**src/rtl/fetch_stage_if.sv**
```systemverilog
// ---------------------------------------------------------------------------
// fetch_stage_if
//   Bundles every non-clock signal of the fetch stage: decode-side control,
//   the synchronous instruction-memory port and the IF/ID outputs.
//
//   master : the fetch stage (drives PC/memory address and the IF/ID slot)
//   slave  : the environment (decode control + instruction memory)
//
//   Flow control: there is no valid/ready pair. Decode stalls the stage with
//   en_pc / en_ifid (0 = hold). flushed=1 marks the IF/ID slot as a bubble.
//   imem_en qualifies a read whose data appears on imem_rdata one cycle
//   later. The memory must hold imem_rdata while imem_en=0.
// ---------------------------------------------------------------------------
interface fetch_stage_if;
  logic        en_pc;
  logic        en_ifid;
  logic        flush_ifid;
  logic        jump_pred;
  logic [15:0] jump_pred_adr;
  logic        jump_pred_miss;
  logic [15:0] pcinc_evac;
  logic        jump_pred_adr_miss;
  logic [15:0] jump_adr_ex;
  logic        is_halt_id;
  logic [15:0] imem_adr;
  logic        imem_en;
  logic [15:0] imem_rdata;
  logic [15:0] inst_id;
  logic [15:0] pcinc_id;
  logic        flushed;
  logic        halted;

  modport master (
    input  en_pc, en_ifid, flush_ifid, jump_pred, jump_pred_adr,
           jump_pred_miss, pcinc_evac, jump_pred_adr_miss, jump_adr_ex,
           is_halt_id, imem_rdata,
    output imem_adr, imem_en, inst_id, pcinc_id, flushed, halted
  );

  modport slave (
    output en_pc, en_ifid, flush_ifid, jump_pred, jump_pred_adr,
           jump_pred_miss, pcinc_evac, jump_pred_adr_miss, jump_adr_ex,
           is_halt_id, imem_rdata,
    input  imem_adr, imem_en, inst_id, pcinc_id, flushed, halted
  );
endinterface

```
**src/rtl/fetch_stage.sv**
```systemverilog
// ---------------------------------------------------------------------------
// fetch_stage
//   Instruction fetch plus IF/ID pipeline register, upstream of decode.
//   Owns the PC, drives the synchronous instruction memory and presents
//   inst_id / pcinc_id / flushed to decode. Honors stall, flush and the
//   three prediction redirects, and stops fetching after a halt.
//
//   Ports:
//     clk   in  rising-edge clock
//     reset in  asynchronous, active-high
//     bus   fetch_stage_if.master (controls in, imem port, IF/ID outputs)
//
//   The instruction half of the IF/ID register is the memory's own output
//   register: imem_en is dropped whenever the slot must hold or become a
//   bubble, so only pcinc_id and flushed are stored here.
// ---------------------------------------------------------------------------
module fetch_stage #(
  parameter logic [15:0] RESET_PC = 16'h0000,
  parameter logic [15:0] NOP_INST = 16'h0000
) (
  input logic          clk,
  input logic          reset,
  fetch_stage_if.master bus
);

  typedef enum logic {
    ST_RUN    = 1'b0,
    ST_HALTED = 1'b1
  } state_t;

  state_t      state_q;
  state_t      state_d;
  logic [15:0] pc_q;
  logic [15:0] pc_plus1;
  logic [15:0] next_pc;
  logic [15:0] pcinc_id_q;
  logic        flushed_q;
  logic        any_miss;
  logic        is_run;

  assign pc_plus1 = pc_q + 16'd1;
  assign any_miss = bus.jump_pred_miss | bus.jump_pred_adr_miss;
  assign is_run   = (state_q == ST_RUN);

  // Next-PC select, strict priority: not-taken miss, wrong-target miss,
  // predicted taken, sequential.
  always_comb begin
    next_pc = pc_plus1;
    if (bus.jump_pred_miss)          next_pc = bus.pcinc_evac;
    else if (bus.jump_pred_adr_miss) next_pc = bus.jump_adr_ex;
    else if (bus.jump_pred)          next_pc = bus.jump_pred_adr;
  end

  // A miss means the halt (if any) sat on a wrong path, so it both blocks
  // entry to HALTED and pulls the FSM back out of it.
  always_comb begin
    state_d = state_q;
    case (state_q)
      ST_RUN:    if (bus.is_halt_id && bus.en_ifid && !any_miss) state_d = ST_HALTED;
      ST_HALTED: if (any_miss) state_d = ST_RUN;
      default:   state_d = ST_RUN;
    endcase
  end

  always_ff @(posedge clk or posedge reset) begin
    if (reset) state_q <= ST_RUN;
    else       state_q <= state_d;
  end

  // Misses load the PC unconditionally; a plain jump_pred under en_pc=0 is
  // dropped and decode re-asserts it.
  always_ff @(posedge clk or posedge reset) begin
    if (reset) begin
      pc_q <= RESET_PC;
    end else if (any_miss || (bus.en_pc && is_run)) begin
      pc_q <= next_pc;
    end
  end

  // IF/ID slot: flush beats hold; HALTED turns the slot into a bubble.
  always_ff @(posedge clk or posedge reset) begin
    if (reset) begin
      pcinc_id_q <= 16'h0000;
      flushed_q  <= 1'b1;
    end else if (bus.flush_ifid) begin
      flushed_q  <= 1'b1;
    end else if (bus.en_ifid && is_run) begin
      flushed_q  <= 1'b0;
      pcinc_id_q <= pc_plus1;
    end else if (!is_run) begin
      flushed_q  <= 1'b1;
    end
  end

  assign bus.imem_adr = pc_q;
  assign bus.imem_en  = bus.en_ifid & ~bus.flush_ifid & is_run;
  assign bus.inst_id  = flushed_q ? NOP_INST : bus.imem_rdata;
  assign bus.pcinc_id = pcinc_id_q;
  assign bus.flushed  = flushed_q;
  assign bus.halted   = (state_q == ST_HALTED);

endmodule

```
**src/flat_wrapper.sv**
```systemverilog
// flat-port wrapper written by rule: the top's interface ports become plain ports
module fetch_stage_flat 
#(
  parameter logic [15:0] RESET_PC = 16'h0000,
  parameter logic [15:0] NOP_INST = 16'h0000
)
  (clk, reset, bus_en_pc, bus_en_ifid, bus_flush_ifid, bus_jump_pred, bus_jump_pred_adr, bus_jump_pred_miss, bus_pcinc_evac, bus_jump_pred_adr_miss, bus_jump_adr_ex, bus_is_halt_id, bus_imem_rdata, bus_imem_adr, bus_imem_en, bus_inst_id, bus_pcinc_id, bus_flushed, bus_halted);
  fetch_stage_if bus_i ();
  input logic clk;
  input logic reset;
  input wire logic [$bits(bus_i.en_pc)-1:0] bus_en_pc;
  input wire logic [$bits(bus_i.en_ifid)-1:0] bus_en_ifid;
  input wire logic [$bits(bus_i.flush_ifid)-1:0] bus_flush_ifid;
  input wire logic [$bits(bus_i.jump_pred)-1:0] bus_jump_pred;
  input wire logic [$bits(bus_i.jump_pred_adr)-1:0] bus_jump_pred_adr;
  input wire logic [$bits(bus_i.jump_pred_miss)-1:0] bus_jump_pred_miss;
  input wire logic [$bits(bus_i.pcinc_evac)-1:0] bus_pcinc_evac;
  input wire logic [$bits(bus_i.jump_pred_adr_miss)-1:0] bus_jump_pred_adr_miss;
  input wire logic [$bits(bus_i.jump_adr_ex)-1:0] bus_jump_adr_ex;
  input wire logic [$bits(bus_i.is_halt_id)-1:0] bus_is_halt_id;
  input wire logic [$bits(bus_i.imem_rdata)-1:0] bus_imem_rdata;
  output wire logic [$bits(bus_i.imem_adr)-1:0] bus_imem_adr;
  output wire logic [$bits(bus_i.imem_en)-1:0] bus_imem_en;
  output wire logic [$bits(bus_i.inst_id)-1:0] bus_inst_id;
  output wire logic [$bits(bus_i.pcinc_id)-1:0] bus_pcinc_id;
  output wire logic [$bits(bus_i.flushed)-1:0] bus_flushed;
  output wire logic [$bits(bus_i.halted)-1:0] bus_halted;
  assign bus_i.en_pc = bus_en_pc;
  assign bus_i.en_ifid = bus_en_ifid;
  assign bus_i.flush_ifid = bus_flush_ifid;
  assign bus_i.jump_pred = bus_jump_pred;
  assign bus_i.jump_pred_adr = bus_jump_pred_adr;
  assign bus_i.jump_pred_miss = bus_jump_pred_miss;
  assign bus_i.pcinc_evac = bus_pcinc_evac;
  assign bus_i.jump_pred_adr_miss = bus_jump_pred_adr_miss;
  assign bus_i.jump_adr_ex = bus_jump_adr_ex;
  assign bus_i.is_halt_id = bus_is_halt_id;
  assign bus_i.imem_rdata = bus_imem_rdata;
  assign bus_imem_adr = bus_i.imem_adr;
  assign bus_imem_en = bus_i.imem_en;
  assign bus_inst_id = bus_i.inst_id;
  assign bus_pcinc_id = bus_i.pcinc_id;
  assign bus_flushed = bus_i.flushed;
  assign bus_halted = bus_i.halted;
  fetch_stage #(.RESET_PC(RESET_PC), .NOP_INST(NOP_INST)) u_core (.clk(clk), .reset(reset), .bus(bus_i));
endmodule
```
**config.mk**
```make
export PLATFORM = sky130hd
export DESIGN_NAME = fetch_stage_flat
export DESIGN_NICKNAME = d
export VERILOG_FILES = /design/src/rtl/fetch_stage_if.sv /design/src/rtl/fetch_stage.sv /design/src/flat_wrapper.sv
export SDC_FILE = /design/constraint.sdc
export NUM_CORES = 1
export LEC_CHECK = 0
export BUFFER_PORTS_ARGS = -buffer_cell sky130_fd_sc_hd__buf_2
export CAP_MARGIN = 20
export CORE_MARGIN = 2
export CORE_UTILIZATION = 41
export CTS_BUF_LIST = sky130_fd_sc_hd__clkbuf_4 sky130_fd_sc_hd__clkbuf_8 sky130_fd_sc_hd__clkbuf_16
export CTS_CLUSTER_DIAMETER = 60
export CTS_CLUSTER_SIZE = 16
export DETAILED_ROUTE_END_ITERATION = 8
export PLACE_DENSITY = 0.84
export SKIP_LAST_GASP = 1
export SYNTH_ARGS = -nofsm -noshare
export SYNTH_HDL_FRONTEND = slang
export SYNTH_SLANG_ARGS = --single-unit
```
**constraint.sdc**
```tcl
create_clock -name clk -period 1.71 [get_ports clk]
set_clock_uncertainty 0.05 [all_clocks]
set_input_delay 0.2565 -clock clk [delete_from_list [all_inputs] [get_ports clk]]
set_output_delay 0.2565 -clock clk [all_outputs]
set_load 0.005 [all_outputs]
```
; ---- Word level (Yosys, flattened, before mapping)
; Cells that the tools add are included.
; W data, S select, Z words.
[op_classes]
n_addsub = 1
multipliers = 0
div_mod_pow = 0
n_lt_le_gt_ge = 0
eq_ne = 0
shift = 0
n_mux = 10
n_bitwise = 5
reduce_logical = 8
[ops]
columns = cell, n
row1 = $mux W16, 4
row2 = $add A16 B1 Y16 const B, 1
row3 = $mux W1, 5
row4 = $logic_and A1 B1 Y1, 4
row5 = $reduce_bool A3 Y1, 1
row6 = $and A1 B1 Y1, 2
row7 = $not A1 Y1, 2
row8 = $pmux W1 S2, 1
row9 = $reduce_and A2 Y1, 1
row10 = $logic_not A1 Y1, 1
row11 = $logic_or A1 B1 Y1, 1
row12 = $or A1 B1 Y1, 1
[totals]
reg_bits = 34
latchBits = 0
ramBits = 0
mem_bits_ro = 0
in_bits = 73
output_inout_bits = 51
elab_cells = 28
n_memories = 0

; ---- Logic depth before layout (Yosys ltp)
; Gate-level depths: netlist (run 1).
[depth]
depth_word = 5
depth_mapped = 6
ltp_nobuf = 5

; ---- Least setup slack after synthesis (run 1)
; Ideal clock, no wire load.
[synth_path]
kind = reg-to-reg
startpoint = reg u_core.pc_q[0] (netlist: u_core.bus.imem_adr[0])
endpoint = reg u_core.pc_q[12] (netlist: u_core.bus.imem_adr[12])
setup_ns = 0.132
t_arrival_ns = 1.538
required_time_ns = 1.528
setup_slack_ns = -0.010
path_stages_with_launch = 6
path_buffers = 0
period_less_slack_ns = 1.720
cell_sequence = dfrtp_1 > ha_1 > nand2_1 > or4_4 > o211ai_1 > a21oi_1
[synth_via]
elab_chain_cells = 4
[synth_rtl]
columns = element, line_no
row1 = "start, declared", fetch_stage.sv:33  ; logic [15:0] pc_q;
row2 = "start signal, assigned", fetch_stage.sv:76  ; pc_q <= next_pc;
row3 = $add A16 B1 Y16, fetch_stage.sv:41  ; assign pc_plus1 = pc_q + 16'd1;
row4 = $mux W16, fetch_stage.sv:51  ; else if (bus.jump_pred) next_pc = bus.jump_pred_adr;
row5 = $mux W16, fetch_stage.sv:50  ; else if (bus.jump_pred_adr_miss) next_pc = bus.jump_adr_ex;
row6 = $mux W16, fetch_stage.sv:49  ; if (bus.jump_pred_miss) next_pc = bus.pcinc_evac;
; No other way between the ends.
; A chain may end at the register's enable or synchronous reset.

; ---- Final worst setup path (run 1)
[layout_path]
startpoint = reg u_core.pc_q[0] (netlist: u_core.bus.imem_adr[0])
endpoint = reg u_core.pc_q[10] (netlist: u_core.bus.imem_adr[10])
; Same word-level chain as after synthesis.

==> out/metrics.yaml, run 1 <==
leakagePower_nw: 1.576
fin_crit_sh_pct: 97.53
yosys_warnings: 0
synthTopCellsByArea: "dfrtp_1, nand2_1, nor2b_1"
worstSetupPathType: "flop to flop"
max_freq_ghz: 0.5996
hold_path_class: "input port to async pin"
grt_antenna_before_repair: 0
busiest_layer: "met2"
routabilityCongestion: 0.9689
grt_util_met2_pct: 42.16
antennaDiodeCount: 0
syn_to_final_growth_pct: 44.03
power_frac_comb_pct: 33.1
drive_gt1_share_pct: 45.50
first_global_vias: 2534
crit_required_ns: 1.83
dieArea_mm2: 0.006128
final_core_util_pct: 60.28
numCtsBuffers: 5
ff_latch_area_um2: 855.8
use_met3_pct: 3.448
drc: 0
hold_viol: 0
p_switching_w: 0.0008101
portBuffers: 123
syn_nets: 336
pwr-share-seq_pct: 42.5
synth.most_common_cell: "nand2_1"
grt_overflow: 0
cap_viol_max_count: 0
dp_hpwl_um: 6146
vias: 2664
swShare_pct: 32.96
initial_utilization_pct: 41.85
async_reset_ff_share_pct: 100.0
cts-root-buf: "clkbuf_8"
routedWlPerCell_um: 16.36
totalWireLength_um: 7904
cts.path.max_buffers: 2
die_x_um: 78.28
firstDrtPassIters: 6
critPathCaptureType: "flop"
viasPerCell: 5.516
synth_cell_types: 60
max-slew-margin-rel_pct: 68.09
crit_arrival_ns: 1.79
worst_pin_slew_ns: 0.4777
grt.total_usage_pct: 25.67
multi_input_area_mm2: 0.001314
setup_violations: 0
yosysTopAreaCellShare_pct: 36.50
rsz0062_at_grt: "yes"
grt_pass1_wl_um: 12320
ys_top_cells_by_count: "nand2_1, dfrtp_1, o21ai_0"
core_area_mm2: 0.005405
clk_pin_slew_ns: 0.07
die_h_um: 78.28
setup_tns_ns: 0
ys_ff_latch: 34
grt_max_degree: 35
nets: 486
cts_sinks: 34
syn-cell-area_mm2: 0.002262
drtAntennaViolNets: 0
status: "complete, no violations"
synth_edf_count: 0
yosysSeqAreaShare_pct: 37.67
cts_tree: "built"
grt_use_met1_pct: 32.70
htree_levels: 2
fin_crit_ns: 1.668
synthCells: 262
drv_slew: 0
startpoint_type: "flop"
path_max_fanout: 6
insertion_delay_ns: 0.29
yosysTopAreaCell: "dfrtp_1"
ys.flop_type: "dfrtp_1"
clkPwrFrac_pct: 24.4
nFillCells: 489
p_int_w: 0.001648
avgSynthCellArea_um2: 8.634
ir_worst_vdd_mv: 0.2972
pin_count: 124
power.density_mw_per_mm2: 754.3
drtIter0Drc: 287
rows: 27
[critical path, stage by stage, from the launching register on]
cell,delay [ns]
dfrtp_2,0.42
ha_2,0.20
nand2_1,0.08
or3_1,0.42
o2bb2ai_1,0.15
o2bb2a_1,0.23
[sequential cells by signal, summed over array words and instances (netlist names)]
name	count
u_core.bus.flushed	1
u_core.bus.imem_adr	16
u_core.bus.pcinc_id	16
u_core.bus.halted	1
[power by group through the flow]
| stage | Combinational (W) | Sequential [W] | Clock [W] |
|---|---|---|---|
| global placement | 0.000764 | 0.00104 | 0 |
| floorplan | 0.000380 | 0.00105 | 0 |
| finish | 0.000813 | 0.00105 | 0.000599 |
| CTS | 0.000781 | 0.00104 | 0.000607 |
| global route | 0.000890 | 0.00106 | 0.000644 |
| detailed placement | 0.000777 | 0.00105 | 0 |
[layout by cell type, fill, tap and decap left out, types with 3 or more instances in the layout]
cell type,synthesis,final
buf_2,3,123
nand2_1,36,36
buf_4,1,36
dfrtp_1,33,30
o21ai_0,22,22
nor2b_1,19,19
nor2_1,15,15
a21oi_1,14,14
o22ai_1,9,9
nand3_1,8,7
inv_1,7,7
clkbuf_8,0,6
xnor2_1,6,5
xor2_1,5,5
nor3_1,5,5
nand2b_1,4,4
nand4_1,3,3
a211oi_1,3,3
a31o_2,3,3
a221oi_1,3,3
dfrtp_2,0,3
[timing repair]
| item | CTS | global route |
|---|---|---|
| resized for setup | 1 | 8 |
| hold buffers | 0 | 0 |
| setup buffers | 0 | 5 |
| setup endpoints to repair | 1 | 11 |
| pin swaps | 0 | 3 |
[final timing paths]
path                                               startpoint                                   to  slack (ns)  cells past startpoint
max                        u_core.bus.imem_adr[0]$_DFFE_PP0P_  u_core.bus.imem_adr[10]$_DFFE_PP0P_        0.04                      5
min reg2reg                u_core.bus.pcinc_id[6]$_DFFE_PP0P_   u_core.bus.pcinc_id[6]$_DFFE_PP0P_        0.42                      2
max in group asynchronous                               reset   u_core.bus.imem_adr[5]$_DFFE_PP0P_        1.25                      3
min                                                     reset  u_core.bus.pcinc_id[15]$_DFFE_PP0P_       0.007                      3
min in group clk                                  bus_en_ifid       u_core.bus.flushed$_DFFE_PP1P_        0.09                      2
max reg2reg                u_core.bus.imem_adr[0]$_DFFE_PP0P_  u_core.bus.imem_adr[10]$_DFFE_PP0P_        0.04                      5
[metal layers]
metal	up-vias	part of all wire, %
li1	1256	-
met1	1235	40
met2	141	50
met3	32	6.7
met4	0	3.5
met5	-	0
[cell families after synthesis]
family,share of synthesized area (%)
AOI/OAI and AO/OA,25.72
xor gates and xnor gates,4.259
adders and majority gates,0.5530
buffers and inverters,5.918
DFF,37.67
muxes,0.8850
and+or+nand+nor,25.00
[metrics by stage]
stage	hold slack (ns)	area [um2]	total power (W)	setup slack, ns	std cells
final	0.007491	3258	0.002458	0.04217	483
after floorplan	0.2695	2265	0.001434	0.01484	262
after CTS	0.02856	3183	0.002427	0.01753	478
after detailed placement	0.3280	3099	0.001832	0.01325	472
after global placement	0.3263	3099	0.001808	0.09958	472
after global routing	0.07143	3258	0.002595	-0.03970	483
[cell type report]
type	instances	share of cell area, %
inverters	8	0.9217
flip-flops and latches	34	26.27
multi-input cells	204	40.32
repair buffers	159	27.19
well taps	72	2.765
clock buffers	6	2.535
(Power assumes the default switching activity.)
==> inputs of run 2 (changes only) <==
CELL_PAD_IN_SITES_DETAIL_PLACEMENT = 1   (was not set)
CELL_PAD_IN_SITES_GLOBAL_PLACEMENT = 1   (was not set)
CORE_UTILIZATION = 28   (was 41)
HOLD_SLACK_MARGIN = 0.03   (was not set)
PLACE_DENSITY = 0.82   (was 0.84)
==> run 2 against run 1 <==
The flow now finishes with violations (setup timing); hold slack improved by 0.083 ns; flip-flop and latch count unchanged; non-clock buffer count increased by 4; utilization decreased by 17 points; register-to-register slack got worse by 0.06 ns; routed wire length increased by 19%; final area increased by 2.9%; power increased by 7.9%; sequential share of layout area decreased by 0.78 points; via count increased by 1.7%; final cell count increased by 7.5%; largest cell class unchanged; highest routed layer unchanged.
==> out/metrics.yaml, run 2 (same netlist as run 1, synthesis figures left out) <==
violations: "setup timing"
cts_tree: "built"
cap_viol_max_count: 0  # unchanged
drtIter0Drc: 194  # -32%
multi_input_area_mm2: 0.001314  # unchanged
pin_count: 124  # unchanged
cts_sinks: 34  # unchanged
fin_crit_sh_pct: 100.8  # +3.2 points
numCtsBuffers: 5  # unchanged
drc: 0  # unchanged
drtAntennaViolNets: 0  # unchanged
antennaDiodeCount: 0  # unchanged
max_freq_ghz: 0.5804  # -3.2%
r2r-end: "u_core.bus.imem_adr[11]$_DFFE_PP0P_"
hold-path-cell-count: 2
routedWlPerCell_um: 18.05  # +10%
totalWireLength_um: 9368  # +19%
grt_overflow: 0  # unchanged
power.density_mw_per_mm2: 790.9  # +4.9%
fin_crit_ns: 1.723  # +0.05501 ns
swShare_pct: 32.94  # about the same
power_frac_comb_pct: 32.2  # -0.9 points
htree_levels: 2  # unchanged
critPathCaptureType: "flop"
firstDrtPassIters: 4  # -2
dp.cells: 503  # +6.6%
crit_required_ns: 1.83  # about the same
die_h_um: 93.89  # +20%
critical_path.startpoint: "u_core.bus.imem_adr[6]$_DFFE_PP0P_"
setup_tns_ns: -0.01384  # -0.01384 ns
drive_gt1_share_pct: 45.80  # +0.30 points
fin_cells: 519  # +7.5%
worstSetupPathType: "flop to flop"
ir_worst_vdd_mv: 0.2874  # -3.3%
nFillCells: 993  # +100%
dieArea_mm2: 0.008814  # +44%
startpoint_type: "flop"
hold_viol: 0  # unchanged
whs_ns: 0.09083  # +0.08334 ns
r2r_slack_ns: -0.01  # -0.06 ns
grt_max_degree: 35  # unchanged
final_common_cell: "buf_2"
cts.path.max_buffers: 2  # unchanged
grt_antenna_before_repair: 0  # unchanged
status: "finished, violations left"
crit_arrival_ns: 1.85  # +0.06 ns
p_switching_w: 0.0008735  # +7.8%
clkPwrFrac_pct: 28.2  # +3.8 points
grt.total_usage_pct: 21.18  # -4.5 points
hold_path_class: "input port to flop"
worst_pin_slew_ns: 0.4395  # -0.03815 ns
nets: 490  # +0.82%
grt_pass1_wl_um: 14430  # +17%
cts-root-buf: "clkbuf_8"
crit_end: "u_core.bus.imem_adr[11]$_DFFE_PP0P_"
crit-reg2reg-launch: "u_core.bus.imem_adr[6]$_DFFE_PP0P_"
rows: 32  # +19%
ff_latch_area_um2: 854.6  # -0.15%
leakagePower_nw: 1.609  # +2.1%
vias: 2710  # +1.7%
worst_slack_ns: -0.01285  # -0.05501 ns
p_int_w: 0.001778  # +7.9%
dp_hpwl_um: 7348  # +20%
initial_utilization_pct: 29.12  # -13 points
first_global_vias: 2739  # +8.1%
clk_pin_slew_ns: 0.07  # about the same
syn_to_final_growth_pct: 48.23
max-slew-margin-rel_pct: 70.52  # +2.4 points
viasPerCell: 5.222  # -5.3%
final_cell_mix: "buf_2, buf_4, nand2_1, dfrtp_1, o21ai_0"
setup_violations: 2  # +2
portBuffers: 123  # unchanged
die_x_um: 93.89  # +20%
rsz0062_at_grt: "yes"
drv_slew: 0  # unchanged
routabilityCongestion: 0.8764  # -9.5%
pwr-share-seq_pct: 39.6  # -2.9 points
insertion_delay_ns: 0.29  # about the same
core_area_mm2: 0.007767  # +44%
reg2reg_depth: 4  # -1
path_max_fanout: 5  # -1
[run 2: worst min path at each step]
stage	start	end	slack, ns
2_1_floorplan	bus_en_ifid	u_core.bus.flushed$_DFFE_PP1P_	0.27
3_3_place_gp	reset	u_core.bus.pcinc_id[12]$_DFFE_PP0P_	0.33
3_5_place_dp	reset	u_core.bus.pcinc_id[12]$_DFFE_PP0P_	0.33
4_1_cts	bus_en_ifid	u_core.bus.flushed$_DFFE_PP1P_	0.1
5_1_grt	bus_en_ifid	u_core.bus.flushed$_DFFE_PP1P_	0.10
6_report	bus_en_ifid	u_core.bus.flushed$_DFFE_PP1P_	0.09
[run 2: through the flow]
stage	total power (W)	setup WS (ns)	utilization, %	instance area [um2]
detailed placement	0.001857	0.01433	40.48	3144
global placement	0.001825	0.06701	40.48	3144
global route	0.002798	-0.08695	43.17	3353
floorplan	0.001434	0.01484	-	2265
finish	0.002652	-0.01285	43.17	3353
CTS	0.002609	-0.005209	42.28	3284
[run 2: layout make-up]
| class | count | area share, % |
|---|---|---|
| flip-flops and latches | 34 | 25.49 |
| well taps | 102 | 3.806 |
| clock buffers | 5 | 2.052 |
| clock inverters | 3 | 1.194 |
| multi-input cells | 204 | 39.18 |
| inverters | 8 | 0.8955 |
| repair buffers | 163 | 27.39 |
[run 2: routing by layer]
metal / part of all wire, % / global-route usage [%] / up-vias / routed length [um]
li1: - / - / 1271 / -
met1: 43 / 27.04 / 1326 / 4048
met2: 49 / 35.30 / 88 / 4549
met3: 4.8 / 3.291 / 25 / 446
met4: 3.5 / 9.300 / 0 / 325
met5: 0 / 0 / - / 0
[run 2: worst max-delay path, cell delays in order, from the launching register on]
cell     delay, ns
dfrtp_1       0.46
nand3_1       0.31
o31a_2        0.43
o31ai_1       0.24
a31oi_1       0.11
[run 2: repair_timing]
action	4_1_cts	5_1_grt
gates resized for setup	2	8
cloned	0	0
hold buffers	1	0
pin swaps	1	5
buffers inserted	2	5
endpoints found under the hold margin	33	0
setup endpoints to repair	2	11
[run 2: power by group through the flow]
stage	sequential [W]	clock, W	combinational (W)
global placement	0.00105	0	0.000777
detailed placement	0.00106	0	0.000798
CTS	0.00104	0.000748	0.000817
finish	0.00105	0.000748	0.000854
floorplan	0.00105	0	0.000380
global route	0.00107	0.000792	0.000936
